File: config.mk
export PLATFORM = sky130hd
export DESIGN_NAME = axi_master_wr_engine_flat
export DESIGN_NICKNAME = d
export VERILOG_FILES = /design/src/rtl/axi_master_wr_engine_if.sv /design/src/rtl/axi_master_wr_engine.sv /design/src/flat_wrapper.sv
export SDC_FILE = /design/constraint.sdc
export NUM_CORES = 1
export LEC_CHECK = 0
export BUFFER_PORTS_ARGS = -buffer_cell sky130_fd_sc_hd__buf_4
export CAP_MARGIN = 10
export CORE_ASPECT_RATIO = 0.9
export CORE_MARGIN = 8
export CORE_UTILIZATION = 40
export DETAILED_ROUTE_END_ITERATION = 16
export GPL_TIMING_DRIVEN = 0
export HOLD_SLACK_MARGIN = 0.1
export PLACE_DENSITY = 0.76
export SYNTH_ARGS = -nofsm -noshare
export SYNTH_HDL_FRONTEND = slang
export SYNTH_SLANG_ARGS = --single-unit
File: constraint.sdc
create_clock -name AClk -period 2.8 [get_ports AClk]
set_input_delay 0.14 -clock AClk [delete_from_list [all_inputs] [get_ports AClk]]
set_output_delay 0.14 -clock AClk [all_outputs]
set_load 0.01 [all_outputs]
File: src/rtl/axi_master_wr_engine_if.sv
// AXI4 write-channel bundle (AW, W, B) between the write engine and the slave.
interface axi_master_wr_engine_if #(
    parameter int unsigned ID_WIDTH   = 4,
    parameter int unsigned ADDR_WIDTH = 32,
    parameter int unsigned DATA_WIDTH = 64
);
    logic [ID_WIDTH-1:0]     AWID;
    logic [ADDR_WIDTH-1:0]   AWADDR;
    logic [7:0]              AWLEN;
    logic [2:0]              AWSIZE;
    logic [1:0]              AWBURST;
    logic                    AWVALID;
    logic                    AWREADY;
    logic [DATA_WIDTH-1:0]   WDATA;
    logic [DATA_WIDTH/8-1:0] WSTRB;
    logic                    WLAST;
    logic                    WVALID;
    logic                    WREADY;
    logic [ID_WIDTH-1:0]     BID;
    logic [1:0]              BRESP;
    logic                    BVALID;
    logic                    BREADY;

    modport master (
        output AWID, AWADDR, AWLEN, AWSIZE, AWBURST, AWVALID,
        output WDATA, WSTRB, WLAST, WVALID, BREADY,
        input  AWREADY, WREADY, BID, BRESP, BVALID
    );

    modport slave (
        input  AWID, AWADDR, AWLEN, AWSIZE, AWBURST, AWVALID,
        input  WDATA, WSTRB, WLAST, WVALID, BREADY,
        output AWREADY, WREADY, BID, BRESP, BVALID
    );
endinterface

File: src/rtl/axi_master_wr_engine.sv
// AXI4 write-master engine: multiple outstanding bursts, AW ahead of W, one response per burst.
// Optional WR_BOUNDARY_CHECK_EN: INCR bursts crossing 4 KB are answered locally with SLVERR.
module axi_master_wr_engine #(
    parameter int unsigned ADDR_WIDTH = 32,
    parameter int unsigned DATA_WIDTH = 64,
    parameter int unsigned ID_WIDTH   = 4,
    parameter int unsigned MAX_OUTST  = 4
) (
    input  logic                      AClk,
    input  logic                      ARst,
    input  logic                      cmd_valid,
    output logic                      cmd_ready,
    input  logic [ADDR_WIDTH-1:0]     cmd_addr,
    input  logic [7:0]                cmd_len,
    input  logic [2:0]                cmd_size,
    input  logic [1:0]                cmd_burst,
    input  logic [ID_WIDTH-1:0]       cmd_id,
    input  logic                      wd_valid,
    output logic                      wd_ready,
    input  logic [DATA_WIDTH-1:0]     wd_data,
    input  logic [DATA_WIDTH/8-1:0]   wd_strb,
    axi_master_wr_engine_if.master    axi,
    output logic                      rsp_valid,
    input  logic                      rsp_ready,
    output logic [ID_WIDTH-1:0]       rsp_id,
    output logic [1:0]                rsp_resp,
    output logic [$clog2(MAX_OUTST):0] outst_cnt,
    output logic                      err_unexp_b
);
    localparam int unsigned CNT_W = $clog2(MAX_OUTST) + 1;
    localparam int unsigned PTR_W = $clog2(MAX_OUTST);

    typedef enum logic {AW_IDLE, AW_VALID} aw_state_e;

    aw_state_e state_q, state_d;
    logic                  awvalid_q, awvalid_d;
    logic [ID_WIDTH-1:0]   awid_q, awid_d;
    logic [ADDR_WIDTH-1:0] awaddr_q, awaddr_d;
    logic [7:0]            awlen_q, awlen_d;
    logic [2:0]            awsize_q, awsize_d;
    logic [1:0]            awburst_q, awburst_d;
    logic [7:0]            beat_q, beat_d;
    logic [PTR_W-1:0]      wr_ptr_q, wr_ptr_d, rd_ptr_q, rd_ptr_d;
    logic [CNT_W-1:0]      fifo_cnt_q, fifo_cnt_d;
    logic [CNT_W-1:0]      outst_q, outst_d;
    logic                  err_q, err_d;
    logic                  rsp_valid_q, rsp_valid_d;
    logic [ID_WIDTH-1:0]   rsp_id_q, rsp_id_d;
    logic [1:0]            rsp_resp_q, rsp_resp_d;
    logic [7:0]            len_mem_q [MAX_OUTST];

    logic fifo_empty_c, fifo_full_c, cmd_hs_c, issue_c, w_hs_c, wlast_c, bready_c, b_hs_c;

`ifdef WR_BOUNDARY_CHECK_EN
    logic                loc_pend_q, loc_pend_d;
    logic [ID_WIDTH-1:0] loc_id_q, loc_id_d;
    logic [23:0]         end_off_c;
    logic                cross_c;

    // Offset of the last byte relative to the start address's 4 KB page
    always_comb begin
        end_off_c = 24'(cmd_addr[11:0]) + (24'({1'b0, cmd_len} + 9'd1) << cmd_size) - 24'd1;
        cross_c   = (cmd_burst == 2'b01) && (end_off_c[23:12] != 12'd0);
    end

    assign cmd_ready = (state_q == AW_IDLE) && (outst_q < CNT_W'(MAX_OUTST)) && !fifo_full_c
                       && !loc_pend_q;
    assign issue_c   = cmd_hs_c && !cross_c;
    assign bready_c  = (!rsp_valid_q || rsp_ready) && !loc_pend_q;
`else
    assign cmd_ready = (state_q == AW_IDLE) && (outst_q < CNT_W'(MAX_OUTST)) && !fifo_full_c;
    assign issue_c   = cmd_hs_c;
    assign bready_c  = !rsp_valid_q || rsp_ready;
`endif

    assign fifo_empty_c = (fifo_cnt_q == '0);
    assign fifo_full_c  = (fifo_cnt_q == CNT_W'(MAX_OUTST));
    assign cmd_hs_c     = cmd_valid && cmd_ready;
    assign w_hs_c       = wd_valid && axi.WREADY && !fifo_empty_c;
    assign wlast_c      = !fifo_empty_c && (beat_q == len_mem_q[rd_ptr_q]);
    assign b_hs_c       = axi.BVALID && bready_c;

    assign wd_ready    = axi.WREADY && !fifo_empty_c;
    assign axi.WVALID  = wd_valid && !fifo_empty_c;
    assign axi.WDATA   = wd_data;
    assign axi.WSTRB   = wd_strb;
    assign axi.WLAST   = wlast_c;
    assign axi.BREADY  = bready_c;
    assign axi.AWVALID = awvalid_q;
    assign axi.AWID    = awid_q;
    assign axi.AWADDR  = awaddr_q;
    assign axi.AWLEN   = awlen_q;
    assign axi.AWSIZE  = awsize_q;
    assign axi.AWBURST = awburst_q;
    assign rsp_valid   = rsp_valid_q;
    assign rsp_id      = rsp_id_q;
    assign rsp_resp    = rsp_resp_q;
    assign outst_cnt   = outst_q;
    assign err_unexp_b = err_q;

    always_comb begin
        state_d     = state_q;
        awvalid_d   = awvalid_q;
        awid_d      = awid_q;
        awaddr_d    = awaddr_q;
        awlen_d     = awlen_q;
        awsize_d    = awsize_q;
        awburst_d   = awburst_q;
        beat_d      = beat_q;
        wr_ptr_d    = wr_ptr_q;
        rd_ptr_d    = rd_ptr_q;
        fifo_cnt_d  = fifo_cnt_q;
        err_d       = err_q;
        rsp_valid_d = rsp_valid_q;
        rsp_id_d    = rsp_id_q;
        rsp_resp_d  = rsp_resp_q;
`ifdef WR_BOUNDARY_CHECK_EN
        loc_pend_d  = loc_pend_q;
        loc_id_d    = loc_id_q;
`endif

        // AW channel: capture on accept, hold until the slave takes it
        case (state_q)
            AW_IDLE: if (issue_c) begin
                state_d   = AW_VALID;
                awvalid_d = 1'b1;
                awid_d    = cmd_id;
                awaddr_d  = cmd_addr;
                awlen_d   = cmd_len;
                awsize_d  = cmd_size;
                awburst_d = cmd_burst;
            end
            AW_VALID: if (axi.AWREADY) begin
                state_d   = AW_IDLE;
                awvalid_d = 1'b0;
            end
            default: state_d = AW_IDLE;
        endcase

        // Beat counting against the head-of-queue burst length
        if (w_hs_c) beat_d = wlast_c ? 8'd0 : beat_q + 8'd1;
        if (issue_c) wr_ptr_d = wr_ptr_q + PTR_W'(1);
        if (w_hs_c && wlast_c) rd_ptr_d = rd_ptr_q + PTR_W'(1);
        fifo_cnt_d = fifo_cnt_q + CNT_W'(issue_c) - CNT_W'(w_hs_c && wlast_c);

        // A B with nothing outstanding is flagged and never decrements
        if (b_hs_c && (outst_q == '0)) err_d = 1'b1;
        outst_d = outst_q + CNT_W'(issue_c) - CNT_W'(b_hs_c && (outst_q != '0));

        if (rsp_valid_q && rsp_ready) rsp_valid_d = 1'b0;
        if (b_hs_c) begin
            rsp_valid_d = 1'b1;
            rsp_id_d    = axi.BID;
            rsp_resp_d  = axi.BRESP;
        end
`ifdef WR_BOUNDARY_CHECK_EN
        else if (loc_pend_q && (!rsp_valid_q || rsp_ready)) begin
            rsp_valid_d = 1'b1;
            rsp_id_d    = loc_id_q;
            rsp_resp_d  = 2'b10;
            loc_pend_d  = 1'b0;
        end
        if (cmd_hs_c && cross_c) begin
            loc_pend_d = 1'b1;
            loc_id_d   = cmd_id;
        end
`endif
    end

    always_ff @(posedge AClk) begin
        if (!ARst) begin
            state_q     <= AW_IDLE;
            awvalid_q   <= 1'b0;
            awid_q      <= '0;
            awaddr_q    <= '0;
            awlen_q     <= '0;
            awsize_q    <= '0;
            awburst_q   <= '0;
            beat_q      <= '0;
            wr_ptr_q    <= '0;
            rd_ptr_q    <= '0;
            fifo_cnt_q  <= '0;
            outst_q     <= '0;
            err_q       <= 1'b0;
            rsp_valid_q <= 1'b0;
            rsp_id_q    <= '0;
            rsp_resp_q  <= '0;
`ifdef WR_BOUNDARY_CHECK_EN
            loc_pend_q  <= 1'b0;
            loc_id_q    <= '0;
`endif
        end else begin
            state_q     <= state_d;
            awvalid_q   <= awvalid_d;
            awid_q      <= awid_d;
            awaddr_q    <= awaddr_d;
            awlen_q     <= awlen_d;
            awsize_q    <= awsize_d;
            awburst_q   <= awburst_d;
            beat_q      <= beat_d;
            wr_ptr_q    <= wr_ptr_d;
            rd_ptr_q    <= rd_ptr_d;
            fifo_cnt_q  <= fifo_cnt_d;
            outst_q     <= outst_d;
            err_q       <= err_d;
            rsp_valid_q <= rsp_valid_d;
            rsp_id_q    <= rsp_id_d;
            rsp_resp_q  <= rsp_resp_d;
`ifdef WR_BOUNDARY_CHECK_EN
            loc_pend_q  <= loc_pend_d;
            loc_id_q    <= loc_id_d;
`endif
        end
    end

    // Burst-length queue storage; validity is tracked by the pointers above
    always_ff @(posedge AClk) begin
        if (issue_c) len_mem_q[wr_ptr_q] <= cmd_len;
    end
endmodule

File: src/flat_wrapper.sv
// flat-port wrapper written by rule: the top's interface ports become plain ports
module axi_master_wr_engine_flat 
#(
    parameter int unsigned ADDR_WIDTH = 32,
    parameter int unsigned DATA_WIDTH = 64,
    parameter int unsigned ID_WIDTH   = 4,
    parameter int unsigned MAX_OUTST  = 4
)
  (AClk, ARst, cmd_valid, cmd_ready, cmd_addr, cmd_len, cmd_size, cmd_burst, cmd_id, wd_valid, wd_ready, wd_data, wd_strb, rsp_valid, rsp_ready, rsp_id, rsp_resp, outst_cnt, err_unexp_b, axi_AWID, axi_AWADDR, axi_AWLEN, axi_AWSIZE, axi_AWBURST, axi_AWVALID, axi_WDATA, axi_WSTRB, axi_WLAST, axi_WVALID, axi_BREADY, axi_AWREADY, axi_WREADY, axi_BID, axi_BRESP, axi_BVALID);
  axi_master_wr_engine_if #(.ID_WIDTH(ID_WIDTH), .ADDR_WIDTH(ADDR_WIDTH), .DATA_WIDTH(DATA_WIDTH)) axi_i ();
  input  logic AClk;
  input  logic ARst;
  input  logic cmd_valid;
  output logic cmd_ready;
  input  logic [ADDR_WIDTH-1:0] cmd_addr;
  input  logic [7:0] cmd_len;
  input  logic [2:0] cmd_size;
  input  logic [1:0] cmd_burst;
  input  logic [ID_WIDTH-1:0] cmd_id;
  input  logic wd_valid;
  output logic wd_ready;
  input  logic [DATA_WIDTH-1:0] wd_data;
  input  logic [DATA_WIDTH/8-1:0] wd_strb;
  output logic rsp_valid;
  input  logic rsp_ready;
  output logic [ID_WIDTH-1:0] rsp_id;
  output logic [1:0] rsp_resp;
  output logic [$clog2(MAX_OUTST):0] outst_cnt;
  output logic err_unexp_b;
  output wire logic [$bits(axi_i.AWID)-1:0] axi_AWID;
  output wire logic [$bits(axi_i.AWADDR)-1:0] axi_AWADDR;
  output wire logic [$bits(axi_i.AWLEN)-1:0] axi_AWLEN;
  output wire logic [$bits(axi_i.AWSIZE)-1:0] axi_AWSIZE;
  output wire logic [$bits(axi_i.AWBURST)-1:0] axi_AWBURST;
  output wire logic [$bits(axi_i.AWVALID)-1:0] axi_AWVALID;
  output wire logic [$bits(axi_i.WDATA)-1:0] axi_WDATA;
  output wire logic [$bits(axi_i.WSTRB)-1:0] axi_WSTRB;
  output wire logic [$bits(axi_i.WLAST)-1:0] axi_WLAST;
  output wire logic [$bits(axi_i.WVALID)-1:0] axi_WVALID;
  output wire logic [$bits(axi_i.BREADY)-1:0] axi_BREADY;
  input wire logic [$bits(axi_i.AWREADY)-1:0] axi_AWREADY;
  input wire logic [$bits(axi_i.WREADY)-1:0] axi_WREADY;
  input wire logic [$bits(axi_i.BID)-1:0] axi_BID;
  input wire logic [$bits(axi_i.BRESP)-1:0] axi_BRESP;
  input wire logic [$bits(axi_i.BVALID)-1:0] axi_BVALID;
  assign axi_AWID = axi_i.AWID;
  assign axi_AWADDR = axi_i.AWADDR;
  assign axi_AWLEN = axi_i.AWLEN;
  assign axi_AWSIZE = axi_i.AWSIZE;
  assign axi_AWBURST = axi_i.AWBURST;
  assign axi_AWVALID = axi_i.AWVALID;
  assign axi_WDATA = axi_i.WDATA;
  assign axi_WSTRB = axi_i.WSTRB;
  assign axi_WLAST = axi_i.WLAST;
  assign axi_WVALID = axi_i.WVALID;
  assign axi_BREADY = axi_i.BREADY;
  assign axi_i.AWREADY = axi_AWREADY;
  assign axi_i.WREADY = axi_WREADY;
  assign axi_i.BID = axi_BID;
  assign axi_i.BRESP = axi_BRESP;
  assign axi_i.BVALID = axi_BVALID;
  axi_master_wr_engine #(.ADDR_WIDTH(ADDR_WIDTH), .DATA_WIDTH(DATA_WIDTH), .ID_WIDTH(ID_WIDTH), .MAX_OUTST(MAX_OUTST)) u_core (.AClk(AClk), .ARst(ARst), .cmd_valid(cmd_valid), .cmd_ready(cmd_ready), .cmd_addr(cmd_addr), .cmd_len(cmd_len), .cmd_size(cmd_size), .cmd_burst(cmd_burst), .cmd_id(cmd_id), .wd_valid(wd_valid), .wd_ready(wd_ready), .wd_data(wd_data), .wd_strb(wd_strb), .axi(axi_i), .rsp_valid(rsp_valid), .rsp_ready(rsp_ready), .rsp_id(rsp_id), .rsp_resp(rsp_resp), .outst_cnt(outst_cnt), .err_unexp_b(err_unexp_b));
endmodule
==> results of run 1 <==
==> cell usage after synthesis <==
cell / number / area (µm²)
fa_1: 2 / 40.04
nor4_1: 3 / 18.77
buf_1: 4 / 15.01
or3_2: 1 / 7.510
nor3_1: 7 / 35.03
a31oi_1: 1 / 6.260
nand3b_1: 2 / 15.01
a21o_1: 2 / 15.01
nor2_1: 9 / 33.78
nand2b_1: 3 / 18.77
inv_1: 14 / 52.55
inv_2: 1 / 3.750
xnor2_1: 19 / 166.4
and2_2: 1 / 7.510
nand2_1: 115 / 431.7
buf_6: 3 / 33.78
nand2_2: 1 / 6.260
dfxtp_1: 79 / 1582
edfxtp_1: 32 / 960.9
mux2i_1: 9 / 90.09
a311oi_1: 1 / 8.760
xor2_1: 3 / 26.28
clkbuf_2: 2 / 10.01
clkbuf_1: 15 / 56.30
and2_1: 4 / 25.02
a211oi_1: 1 / 7.510
a21o_2: 1 / 8.760
and3_1: 5 / 31.28
ha_1: 9 / 112.6
nand3_1: 11 / 55.05
buf_4: 73 / 548.0
a21oi_1: 63 / 315.3
mux4_1: 4 / 105.1
or3_1: 2 / 12.51
nor4_4: 1 / 21.27
==> per-stage QoR <==
step / setup TNS [ns] / instances / worst slack [ns] / utilization / power [W]
CTS: -0.04936 / 936 / -0.02606 / 0.6235 / 0.004788
finish: -0.1044 / 939 / -0.06031 / 0.6293 / 0.004764
detailed placement: -1.426 / 862 / -0.5451 / 0.5500 / 0.003511
floorplan: -0.06147 / 503 / -0.04421 / - / 0.002857
global route: -0.3249 / 939 / -0.1654 / 0.6293 / 0.005050
global placement: -0.9454 / 862 / -0.4116 / 0.5500 / 0.003454
==> metal layers <==
layer  global-route usage  up-vias  wire (µm)
li1                     -     2124          -
met1               0.1873     2047       5656
met2               0.3214      188       7772
met3              0.07629       21       1237
met4              0.05245        0        300
met5                    0        -          0
==> worst register-to-register path: stages (launching register included) <==
cell and delay [ns]:
dfxtp_2 0.32, buf_6 0.12, mux4_2 0.52, xnor2_1 0.16, nand3_1 0.16, nor4_4 0.38
ha_1 0.30, inv_1 0.06, ha_2 0.17, fa_2 0.43, and2_4 0.14
==> cell families (layout without fill, tap and decap cells) <==
logic type / count (synthesis) / in the layout / synth area share
simple gates: 165 / 165 / 0.1473
fa+ha+maj: 11 / 11 / 0.03126
buf+inv: 112 / 388 / 0.1473
compound gates: 69 / 69 / 0.07405
mux: 13 / 13 / 0.03997
xor+xnor: 22 / 22 / 0.03946
flops: 111 / 111 / 0.5206
==> cell type report <==
type,instances,share of cell area
Sequential cell,111,0.3379
Timing Repair Buffer,261,0.2808
Clock buffer,9,0.02987
Inverter,15,0.007800
Tap cell,160,0.02655
Clock inverter,7,0.007468
Buffer,96,0.08911
Multi-Input combinational cell,280,0.2205
==> sequential cells by signal (all words and copies together) (netlist names), named ones only <==
signal / cells
u_core.axi.AWBURST: 2
u_core.rsp_id: 4
u_core.outst_cnt: 3
u_core.rsp_valid: 1
u_core.axi.AWADDR: 32
u_core.axi.AWLEN: 8
u_core.err_unexp_b: 1
u_core.beat_q: 8
u_core.axi.AWVALID: 1
u_core.state_q: 1
u_core.axi.AWID: 4
u_core.fifo_cnt_q: 3
u_core.rsp_resp: 2
u_core.len_mem_q: 32
u_core.rd_ptr_q: 2
u_core.wr_ptr_q: 2
u_core.axi.AWSIZE: 3
==> how the worst max path moves through the flow <==
stage	start	endpoint	slack, ns	depth (start not counted)
3_3_place_gp	register	u_core.fifo_cnt_q[2]	-0.41	13
2_1_floorplan	register	u_core.fifo_cnt_q[2]	-0.04	12
6_report	register	u_core.fifo_cnt_q[1]	-0.06	10
4_1_cts	register	u_core.fifo_cnt_q[1]	-0.03	10
5_1_grt	register	u_core.fifo_cnt_q[2]	-0.17	13
3_5_place_dp	register	u_core.fifo_cnt_q[2]	-0.55	13
==> power by group through the flow <==
stage / combinational (W) / clock [W] / sequential [W]
after floorplan: 0.000749 / 0 / 0.00211
after global placement: 0.00141 / 0 / 0.00205
after detailed placement: 0.00145 / 0 / 0.00206
after CTS: 0.00153 / 0.00123 / 0.00203
after global routing: 0.00169 / 0.00130 / 0.00206
final: 0.00153 / 0.00120 / 0.00203
==> what timing repair did <==
| action | CTS | global route |
|---|---|---|
| resized for setup | 7 | 9 |
| hold endpoints to repair | 92 | 2 |
| setup buffers | 2 | 2 |
| hold buffers | 57 | 1 |
| pin swaps | 7 | 2 |
| setup endpoints to repair | 5 | 4 |
==> results.md, run 1 <==
• finished, violations left — run status
• negative setup slack — failing checks
• 0 — Final Max Slew Viols
• 0.427 — Seq pwr share
• 0.4069 — fraction of final layout cells with drive strength greater than 1
• 0.008043 ns — final worst clock skew
• 503 — number of standard cells after synthesis
• 54.39% — Area Overhead vs Synth
• 182 — Iteration-0 DRC Markers
• 35 — Unique masters post-synth
• yes — setup repair after global routing missed its margin
• 0.1975 ns — Hold Worst Slack
• 2 — total of endpoints with negative setup slack in the final report
• 4380 — total vias in the final route
• 5 — biggest fanout along the worst timing path
• buf_6 -> mux4_2 -> xnor2_1 -> nand3_1 -> nor4_4 -> ha_1 -> inv_1 -> ha_2 -> fa_2 -> and2_4 — cells along the critical path
• 15.94 µm — routed length per placed instance
• axi_BVALID — Hold Crit Start
• buf_4, nand2_1, dfxtp_1 — leading cell types in the layout, fill and taps excluded
• 970 — Fillers
• 0.7711 — gpl congestion
• register — startpoint kind of the worst setup timing path
• 0.5206 — sequential element share of the synthesized area
• 1663 µm² — combined area of the multi-input logic cells
• 4.665 — Vias per Instance
• 0 — Post-DRT Antenna Nets
• 0.35 ns — Clock Latency Late Sink
• 273 — Top Ports
• 0.4294 mV — Worst IR Drop VDD
• 0.252 — part of the total power dissipated in the clock network
• 0 — DR DRC count
• 111 — clock sink count
• 3 — hold path cells
• 631.9 nW/µm² — power density of the placed cells
• 4703 — via count of the first global-routing pass
• 3.04 ns — Crit path required time
• mux4_2 — critical-path cell with the highest stage delay
• 0.5802 — headroom to the max-slew limit
• 0 — count of maximum capacitance violations
• u_core.rsp_valid — hold-critical path endpoint
• 3 — H-tree levels
• 0.322 — combinational share of power
• 11020 µm — DP HPWL
• 199 — Port-buffer cells
• clkbuf_16 — root buf cell
• 10 — reg2reg path depth
• done — TritonCTS clock tree
• 649 — number of nets in the synthesized netlist
• input pin to register — worst min path class
• -0.06031 ns — final setup slack of the worst path
• 20 — largest net degree at the start of global routing
• 38 — cell row count
• 1.022 — Tcrit/Tclk final
• 0 — antenna violations before repair
• u_core.fifo_cnt_q[1] — worst reg2reg path endpoint
• 14970 µm — Routed WL
• adder cells — cell family with most CP delay
• 3.299 nW — static leakage
• 23170 µm — global-route wire length before repair
• 3.10 ns — WP data arrival
• buf_4 — most common cell after layout, fill and taps aside
• 16010 µm² — DIE AREA
• 4 — length of the first detailed-routing pass in iterations
• 0 — final hold violation count
• -0.06 ns — register-to-register setup slack
• register to register — startpoint-to-endpoint class of the critical path
• 6590 µm² — area after detailed placement
• 0.3173 — switching share of power
• 0.6297 ns — transition at the pin with the smallest max-transition slack
• 920 — final net count
• 111 — post-synthesis sequential element count
• 0 — gr ovfl total
• 0.001512 W — reported net switching power
• 0.52 ns — critical path's largest stage delay
• 4883 µm² — mapped cell area
• 0.07 ns — clock slew seen by the registers of the worst setup and hold paths
• register — endpoint kind of the worst setup timing path
• 9.709 µm² — synthesized area divided by synthesized cell count
• 0.003253 W — Internal Power
• 2.860 ns — final critical-path required period
• 2547 µm² — register area
• 120.8 µm — die span in y
• 7540 µm² — post-route cell area
• 9 — total CTS buffers
• 0.1788 — All-Layer GR Usage
• 2 — number of buffer and inverter stages on the critical path
• 132.5 µm — horizontal die dimension
• 0 — Syn. warnings
• 349.6 MHz — highest clock frequency the design can meet
• 0 — diode count
• 2 — maximum number of buffers from clock root to sink
• 0.4076 — starting density of the core
• 11980 µm² — Std-Cell Core Area
(Power assumes the default switching activity.)
==> run 2, diff against run 1 <==
- CAP_MARGIN: 10 -> 20
- MAX_ROUTING_LAYER: not set -> met4
==> run 2 against run 1 <==
  * The run still ends with negative setup slack left
  * Core utilization did not move
  * Worst hold slack improved by 0.011 ns
  * Sequential power hardly changed
==> results.md, run 2 (synthesized netlist as in run 1, its figures left out) <==
• finished, violations left — run status
• negative setup slack — failing checks
• 273 — Top Ports
• adder cells — cell family with most CP delay
• buf_4 — most common cell after layout, fill and taps aside
• 0.4076 — starting density of the core
• 10 — WP depth
• 11020 µm — DP HPWL
• 0.52 ns — critical path's largest stage delay
• 23120 µm — global-route wire length before repair
• 0.6191 ns — transition at the pin with the smallest max-transition slack
• 0.321 — combinational share of power
• 4718 — via count of the first global-routing pass
• 4395 — total vias in the final route
• register — endpoint kind of the worst setup timing path
• 0.001514 W — reported net switching power
• clkbuf_16 — root buf cell
• register — startpoint kind of the worst setup timing path
• 3 — H-tree levels
• 14970 µm — Routed WL
• 38 — cell row count
• 0 — antenna violations before repair
• 10 — reg2reg path depth
• 120.8 µm — die span in y
• 0.3176 — switching share of power
• 199 — Port-buffer cells
• 3.04 ns — Crit path required time
• 0.7815 — gpl congestion
• 3.299 nW — static leakage
• 6590 µm² — area after detailed placement
• 0.5873 — headroom to the max-slew limit
• 111 — clock sink count
• mux4_2 — critical-path cell with the highest stage delay
• 2 — maximum number of buffers from clock root to sink
• -0.5451 ns — post-placement worst setup slack
• 132.5 µm — horizontal die dimension
• 632.2 nW/µm² — power density of the placed cells
• 9 — total CTS buffers
• u_core.fifo_cnt_q[1] — worst reg2reg path endpoint
• 1.021 — Tcrit/Tclk final
• 0.003253 W — Internal Power
• 2 — number of buffer and inverter stages on the critical path
• 0.4069 — fraction of final layout cells with drive strength greater than 1
• 54.39% — Area Overhead vs Synth
• 920 — final net count
• 3.10 ns — WP data arrival
• 4 — length of the first detailed-routing pass in iterations
• done — TritonCTS clock tree
• 0.1841 — All-Layer GR Usage
• 0 — gr ovfl total
• 11980 µm² — Std-Cell Core Area
• 970 — Fillers
• 0.07 ns — clock slew seen by the registers of the worst setup and hold paths
• 0.4291 mV — Worst IR Drop VDD
• 0.426 — Seq pwr share
• 0 — Post-DRT Antenna Nets
• 0 — diode count
• 0.004767 W — power after layout
• 15.94 µm — routed length per placed instance
• 349.9 MHz — highest clock frequency the design can meet
• 20 — largest net degree at the start of global routing
• 2.858 ns — final critical-path required period
• input pin to register — worst min path class
• 0.009243 ns — final worst clock skew
• 0 — DR DRC count
• 0 — count of maximum capacitance violations
• buf_6 -> mux4_2 -> xnor2_1 -> nand3_1 -> nor4_4 -> ha_1 -> inv_1 -> ha_2 -> fa_2 -> and2_4 — cells along the critical path
• 0.252 — part of the total power dissipated in the clock network
• 7540 µm² — post-route cell area
• 16010 µm² — DIE AREA
• 0.35 ns — Clock Latency Late Sink
• 4.681 — Vias per Instance
• 2 — total of endpoints with negative setup slack in the final report
• register to register — startpoint-to-endpoint class of the critical path
• 5 — biggest fanout along the worst timing path
• -0.06 ns — register-to-register setup slack
• u_core.fifo_cnt_q[1] — Worst Setup EP
• yes — setup repair after global routing missed its margin
• 0 — final hold violation count
• -0.05785 ns — final setup slack of the worst path
• buf_4, nand2_1, dfxtp_1 — leading cell types in the layout, fill and taps excluded
• 195 — Iteration-0 DRC Markers
• 0 — Final Max Slew Viols
==> run 2: cell counts in the layout (fill, tap and decap cells not counted) <==
Identical to the previous run, type by type.
==> run 2: per-stage QoR <==
| step | util | hold slack [ns] | std cells | setup TNS, ns |
|---|---|---|---|---|
| floorplan | - | 0.2389 | 503 | -0.06147 |
| global placement | 0.5500 | 0.3343 | 862 | -0.9454 |
| CTS | 0.6235 | 0.02212 | 936 | -0.04936 |
| finish | 0.6293 | 0.2082 | 939 | -0.09895 |
| global route | 0.6293 | 0.2152 | 939 | -0.3249 |
| detailed placement | 0.5500 | 0.3423 | 862 | -1.426 |
==> run 2: layer usage <==
layer	wire length, µm	global-route usage
met2	7788	0.3214
met5	0	-
met3	884	0.05846
met4	244	0.05245
met1	6049	0.1983
==> run 2: area by class of cell <==
type / count / area, µm² / area share
buffer: 96 / 671.9 / 0.08911
clock buffer: 9 / 225.2 / 0.02987
multi-input combinational: 280 / 1663 / 0.2205
timing repair buffer: 261 / 2117 / 0.2808
sequential: 111 / 2547 / 0.3379
tap: 160 / 200.2 / 0.02655
inverter: 15 / 58.81 / 0.007800
clock inverter: 7 / 56.30 / 0.007468
==> run 2: worst min path at each step <==
stage / depth (start not counted) / endpoint / slack (ns) / start
after global placement: 2 / u_core.axi.AWVALID / 0.33 / axi_AWREADY
after global routing: 3 / u_core.rsp_valid / 0.22 / axi_BVALID
final: 3 / u_core.rsp_valid / 0.21 / axi_BVALID
after CTS: 2 / u_core.fifo_cnt_q[0] / 0.02 / ARst
after floorplan: 0 / u_core.len_mem_q[0][0] / 0.24 / cmd_len[0]
after detailed placement: 2 / u_core.axi.AWVALID / 0.34 / axi_AWREADY
==> run 2: repair_timing <==
item / CTS / global route
resized for setup: 7 / 9
buffers inserted: 2 / 2
setup endpoints to repair: 5 / 4
endpoints found under the hold margin: 92 / 2
hold buffers: 57 / 1
pin swaps: 7 / 2
==> run 2: power groups by stage <==
stage	sequential [W]	clock [W]	combinational (W)
2_1_floorplan	0.00211	0	0.000749
3_3_place_gp	0.00205	0	0.00141
3_5_place_dp	0.00206	0	0.00145
4_1_cts	0.00203	0.00123	0.00153
5_1_grt	0.00206	0.00130	0.00169
6_report	0.00203	0.00120	0.00153
==> run 2: worst min-delay path: stages <==
cell and delay, ns:
clkbuf_1 0.20, inv_1 0.10, a21oi_1 0.06
